### src/rtl/corr_pkg.sv
// rtl/corr_pkg.sv - shared FSM encoding and width helper for the correlator accumulation scheduler
package corr_pkg;

    typedef enum logic [1:0] {
        IDLE      = 2'd0,
        WAIT_SYNC = 2'd1,
        RUN       = 2'd2
    } state_t;

    // Channel index width; a one-channel vector still needs a 1-bit index
    function automatic int chan_w(input int n);
        return (n <= 1) ? 1 : $clog2(n);
    endfunction

endpackage

### src/rtl/corr_frame_checker.sv
// rtl/corr_frame_checker.sv - counts valid samples per frame and flags frames of the wrong length
module corr_frame_checker #(
    parameter int VECTOR_LEN = 64,
    parameter int CNT_W      = 7
) (
    input  logic clk,
    input  logic rst_n,
    input  logic run,
    input  logic sync_in,
    input  logic din_valid,
    input  logic clr,
    output logic frame_err
);

    localparam logic [CNT_W-1:0] FULL = CNT_W'(VECTOR_LEN);

    logic [CNT_W-1:0] chan_cnt;
    logic             short_or_long;
    logic             overflow;

    // A sync closes the previous frame; a valid beyond a full frame is an overrun
    always_comb begin
        short_or_long = run && sync_in && (chan_cnt != FULL);
        overflow      = run && !sync_in && din_valid && (chan_cnt == FULL);
    end

    // Clear-then-count on sync so a same-cycle sample belongs to the new frame; sticky error
    always_ff @(posedge clk) begin
        if (!rst_n) begin
            chan_cnt  <= '0;
            frame_err <= 1'b0;
        end else begin
            if (sync_in) begin
                chan_cnt <= (run && din_valid) ? CNT_W'(1) : '0;
            end else if (run && din_valid && chan_cnt != FULL) begin
                chan_cnt <= chan_cnt + CNT_W'(1);
            end
            if (clr) begin
                frame_err <= 1'b0;
            end else if (short_or_long || overflow) begin
                frame_err <= 1'b1;
            end
        end
    end

endmodule

### src/rtl/corr_acc_scheduler.sv
// rtl/corr_acc_scheduler.sv - new_acc sequencing, frame check and readout indexing; optional CORR_ACC_COUNT_EN adds acc_count
module corr_acc_scheduler
    import corr_pkg::*;
#(
    parameter int VECTOR_LEN = 64,
    parameter int ACC_LEN_W  = 16,
    localparam int CHAN_W    = chan_w(VECTOR_LEN)
) (
    input  logic                 clk,
    input  logic                 rst_n,
    input  logic                 arm,
    input  logic [ACC_LEN_W-1:0] acc_len,
    input  logic                 sync_in,
    input  logic                 din_valid,
    input  logic                 corr_valid,
    output logic                 new_acc,
    output logic                 running,
    output logic                 frame_err,
    output logic [CHAN_W-1:0]    rd_chan,
    output logic                 rd_last
`ifdef CORR_ACC_COUNT_EN
    ,
    output logic [31:0]          acc_count
`endif
);

    localparam logic [ACC_LEN_W-1:0] ONE      = ACC_LEN_W'(1);
    localparam logic [CHAN_W-1:0]    LAST_CHAN = CHAN_W'(VECTOR_LEN - 1);

    state_t                state;
    state_t                state_nxt;
    logic [ACC_LEN_W-1:0]  len_q;
    logic [ACC_LEN_W-1:0]  frame_cnt;
    logic [ACC_LEN_W-1:0]  len_eff;
    logic [CHAN_W-1:0]     rd_cnt;
    logic                  last_frame;
    logic                  start;
    logic                  rearm;

    // Integration boundaries and next state; an acc_len of 0 behaves as 1
    always_comb begin
        len_eff    = (acc_len == '0) ? ONE : acc_len;
        last_frame = (frame_cnt == len_q - ONE);
        rearm      = (state == IDLE) && arm;
        start      = ((state == WAIT_SYNC) && arm && sync_in) ||
                     ((state == RUN) && sync_in && last_frame && arm);
        state_nxt  = state;
        case (state)
            IDLE:      if (arm) state_nxt = WAIT_SYNC;
            WAIT_SYNC: if (!arm) state_nxt = IDLE;
                       else if (sync_in) state_nxt = RUN;
            RUN:       if (sync_in && last_frame && !arm) state_nxt = IDLE;
            default:   state_nxt = IDLE;
        endcase
    end

    // FSM state, registered outputs and integration counters
    always_ff @(posedge clk) begin
        if (!rst_n) begin
            state     <= IDLE;
            running   <= 1'b0;
            new_acc   <= 1'b0;
            len_q     <= '0;
            frame_cnt <= '0;
        end else begin
            state   <= state_nxt;
            running <= (state_nxt == RUN);
            new_acc <= start && !new_acc;
            if (start) begin
                len_q     <= len_eff;
                frame_cnt <= '0;
            end else if ((state == RUN) && sync_in) begin
                frame_cnt <= last_frame ? '0 : frame_cnt + ONE;
            end
        end
    end

    // Readout index runs off corr_valid alone so a dump is never mis-indexed by FSM activity
    always_ff @(posedge clk) begin
        if (!rst_n) begin
            rd_cnt <= '0;
        end else if (corr_valid) begin
            rd_cnt <= (rd_cnt == LAST_CHAN) ? '0 : rd_cnt + CHAN_W'(1);
        end
    end

    assign rd_chan = rd_cnt;
    assign rd_last = corr_valid && (rd_cnt == LAST_CHAN);

`ifdef CORR_ACC_COUNT_EN
    // Completed dumps since the last arm
    always_ff @(posedge clk) begin
        if (!rst_n) begin
            acc_count <= '0;
        end else if (rearm) begin
            acc_count <= '0;
        end else if (rd_last) begin
            acc_count <= acc_count + 32'd1;
        end
    end
`endif

    corr_frame_checker #(
        .VECTOR_LEN (VECTOR_LEN),
        .CNT_W      (CHAN_W + 1)
    ) u_frame_checker (
        .clk       (clk),
        .rst_n     (rst_n),
        .run       (state == RUN),
        .sync_in   (sync_in),
        .din_valid (din_valid),
        .clr       (rearm),
        .frame_err (frame_err)
    );

endmodule
### config.mk
export PLATFORM = sky130hd
export DESIGN_NAME = corr_acc_scheduler
export DESIGN_NICKNAME = d
export VERILOG_FILES = /design/src/rtl/corr_pkg.sv /design/src/rtl/corr_frame_checker.sv /design/src/rtl/corr_acc_scheduler.sv
export SDC_FILE = /design/constraint.sdc
export NUM_CORES = 1
export LEC_CHECK = 0
export BUFFER_PORTS_ARGS = -buffer_cell sky130_fd_sc_hd__buf_2
export CORE_UTILIZATION = 34
export DETAILED_ROUTE_END_ITERATION = 8
export PLACE_DENSITY = 0.58
export SETUP_SLACK_MARGIN = 0.15
export SLEW_MARGIN = 20
export SYNTH_ARGS = -nofsm -noshare
export SYNTH_HDL_FRONTEND = slang
export SYNTH_HIERARCHICAL = 1
export SYNTH_SLANG_ARGS = --single-unit
### constraint.sdc
create_clock -name clk -period 3.7 [get_ports clk]
set_input_delay 0.555 -clock clk [delete_from_list [all_inputs] [get_ports clk]]
set_output_delay 0.555 -clock clk [all_outputs]
set_load 0.005 [all_outputs]
==> impl_metrics.json <==
{
  "worst_slew_pin_slew_ps": 658,
  "synth_commonest_cells": "nand3_1 (56), dfxtp_1 (50), nor2_1 (29)",
  "reg2reg_slack_ps": 630,
  "post-route-period-util_pct": 82.9,
  "area_delta_synth_final_pct": 12.4,
  "grt_pass1_vias": 2838,
  "synth_most_common_cell": "nand3_1",
  "post-dp-hpwl_um": 5420,
  "wirelength_um": 7530,
  "fillers": 878,
  "clkPwrFrac_pct": 40.7,
  "rows": 34,
  "ios": 32,
  "fin_nets": 440,
  "post_dp_cell_area_sq_um": 3380,
  "crit_type": "flop to flop",
  "yosysTopAreaCellShare_pct": 32.0,
  "fin_crit_ps": 3070,
  "hold_buffers": 0,
  "finalMaxSlewViolations": 0,
  "cts_buffers": 5,
  "drive_gt1_share_pct": 14.0,
  "slowest_delay_ps": 660,
  "required_ps": 3900,
  "num_antenna_cells": 0,
  "synth_top_cell_by_area": "dfxtp_1",
  "num_vias": 2971,
  "vias_per_cell": 5.69,
  "root_buffer": "clkbuf_8",
  "arrival_ps": 3270,
  "finalSetupTns_ps": 0,
  "initial_core_util_pct": 35.6,
  "cp_max_fo": 12,
  "p_sw_mw": 0.280,
  "die_h_um": 98.0,
  "grt_setup_unrepaired": "false",
  "endpoint_kind": "flop",
  "portBuffers": 31,
  "ys_ff_latch": 50,
  "final_hold_viol_count": 0,
  "yosysWarnings": 6,
  "power_frac_comb_pct": 10.8,
  "core_sq_um": 8810,
  "synth_edf_count": 0,
  "setup_viol": 0,
  "total_power_mw": 1.15,
  "post-cts-setup-buffers": 0,
  "synthesis.area_sq_um": 3130,
  "drtIter0Drc": 105,
  "status": "finished, final reports clean",
  "cts-resized-gates": 0,
  "die-area_sq_um": 9600,
  "ant_nets": 0,
  "finClkSkew_ps": 7.83,
  "synth-seq-area-share_pct": 32.0,
  "cts_tree": "built",
  "hold_class": "flop to flop",
  "dieWidth_um": 98.0,
  "pwr-share-seq_pct": 48.4,
  "max_freq_mhz": 326,
  "fin_area_sq_um": 3520,
  "synthesis.nets": 417,
  "cp_slowest_cell": "or4_1",
  "drtPass1Iterations": 4,
  "swShare_pct": 24.4,
  "cp_num_buf_inv": 1,
  "start_kind": "flop",
  "relSlewSlack_pct": 56.0,
  "peakVddDrop_uv": 208,
  "synthFlopType": "dfxtp_1",
  "clockBufferDepth": 2,
  "maxCapViolations": 0,
  "internal_power_mw": 0.866,
  "worstPathCellList": "or4_1, nor4_1, mux2_2, a211oi_4, and4b_1, buf_4, o211ai_1",
  "crit_family": "simple AND/OR/NAND/NOR gates",
  "grt_util_all_layers_pct": 16.6,
  "postSynthAreaPerCell_sq_um": 8.03,
  "grt_start_max_net_pins": 38,
  "grt_pass1_wl_um": 13300,
  "drc": 0,
  "synthDistinctLibCells": 56,
  "post_drt_wl_per_cell_um": 14.4,
  "synthTopCellsByArea": "dfxtp_1 (32%), nand3_1 (8.9%), xnor2_1 (6.4%)",
  "p_leak_nw": 1.29,
  "p_per_area_nw_per_um2": 325,
  "syn_inst": 390,
  "grt_antenna_before_repair": 0,
  "grt-ovfl-total": 0,
  "htree_levels": 2,
  "gp_congestion": 0.833,
  "clkSinkCount": 50,
  "async_reset_ff_share_pct": 0,
  "clkTransAtPathRegs_ps": 100,
  "clk_latency_ps": 310
}
state kept, by name, indices dropped and copies added (netlist names):
name and flops:
u_frame_checker/frame_err 1, running 1, new_acc 1, state 2, rd_chan 6, u_frame_checker/chan_cnt 7
len_q 16, frame_cnt 16
power groups by stage:
stage	clock, mW	sequential [mW]	combinational (mW)
after floorplan	0	0.565	0.0829
after global placement	0	0.567	0.122
after detailed placement	0	0.567	0.124
after CTS	0.476	0.555	0.124
after global routing	0.497	0.556	0.138
final	0.467	0.555	0.124
cell type report:
class	count	area (sq um)	share of cell area (%)
multi-input cells	310	2010	57.0
flip-flops and latches	50	1000	28.4
repair buffers	39	215	6.11
well taps	108	135	3.84
clock buffers	5	68.8	1.95
clock inverters	3	68.8	1.95
inverters	7	26.3	0.746
through the flow:
step	utilization [%]	worst slack, ps	cells	hold WS, ps
floorplan	-	871	390	447
global placement	38.4	696	514	465
detailed placement	38.4	619	514	487
CTS	40.0	607	522	502
global route	40.0	438	522	535
finish	40.0	632	522	494
tightest hold or removal path, cell delays in order, from the launching register on:
cell and delay [ps]:
dfxtp_1 330, o31ai_1 70, a21oi_1 60
final timing paths:
kind / start / to / cells past startpoint
setup / recovery: len_q[5]$_SDFFE_PN0P_ / len_q[5]$_SDFFE_PN0P_ / 7
hold / removal: u_frame_checker/chan_cnt[6]$_SDFFE_PN0P_ / u_frame_checker/chan_cnt[6]$_SDFFE_PN0P_ / 2
setup reg to reg: len_q[5]$_SDFFE_PN0P_ / len_q[5]$_SDFFE_PN0P_ / 7
hold reg to reg: u_frame_checker/chan_cnt[6]$_SDFFE_PN0P_ / u_frame_checker/chan_cnt[6]$_SDFFE_PN0P_ / 2
per-layer routing:
layer	track usage [%]	up-vias	part of all wire, %
met2	28.5	74	47
li1	-	1478	-
met5	0	-	0
met4	6.06	0	1.9
met3	2.29	13	4.2
met1	21.1	1406	47
placed cells by master, fill, tap and decap left out, types with 5 or more instances in the layout:
cell type and count:
or4_1 6, xnor2_1 23, nand2_1 25, inv_1 7, nor2_1 29, nor3b_1 6, and3_1 16, nand4_1 24
a21oi_1 8, buf_2 31, xor2_1 15, buf_4 8, nor4_1 5, nand3b_1 5, nand3_1 56, dfxtp_1 50
o211ai_1 16, ha_1 5, mux2i_1 5, nor3_1 8, nor2b_1 8, clkbuf_8 5
kinds of logic after synthesis:
logic type               Yosys count  synth area share, %
buffers and inverters             30                 4.00
adder cells (fa/ha/maj)            5                 2.00
AO/OA/AOI/OAI                     50                 12.4
multiplexers                       6                 1.96
XOR/XNOR                          38                 10.6
flip-flops                        50                 32.0
AND/OR/NAND/NOR                  211                 37.0
No activity file was read; power rests on OpenSTA's default activity.
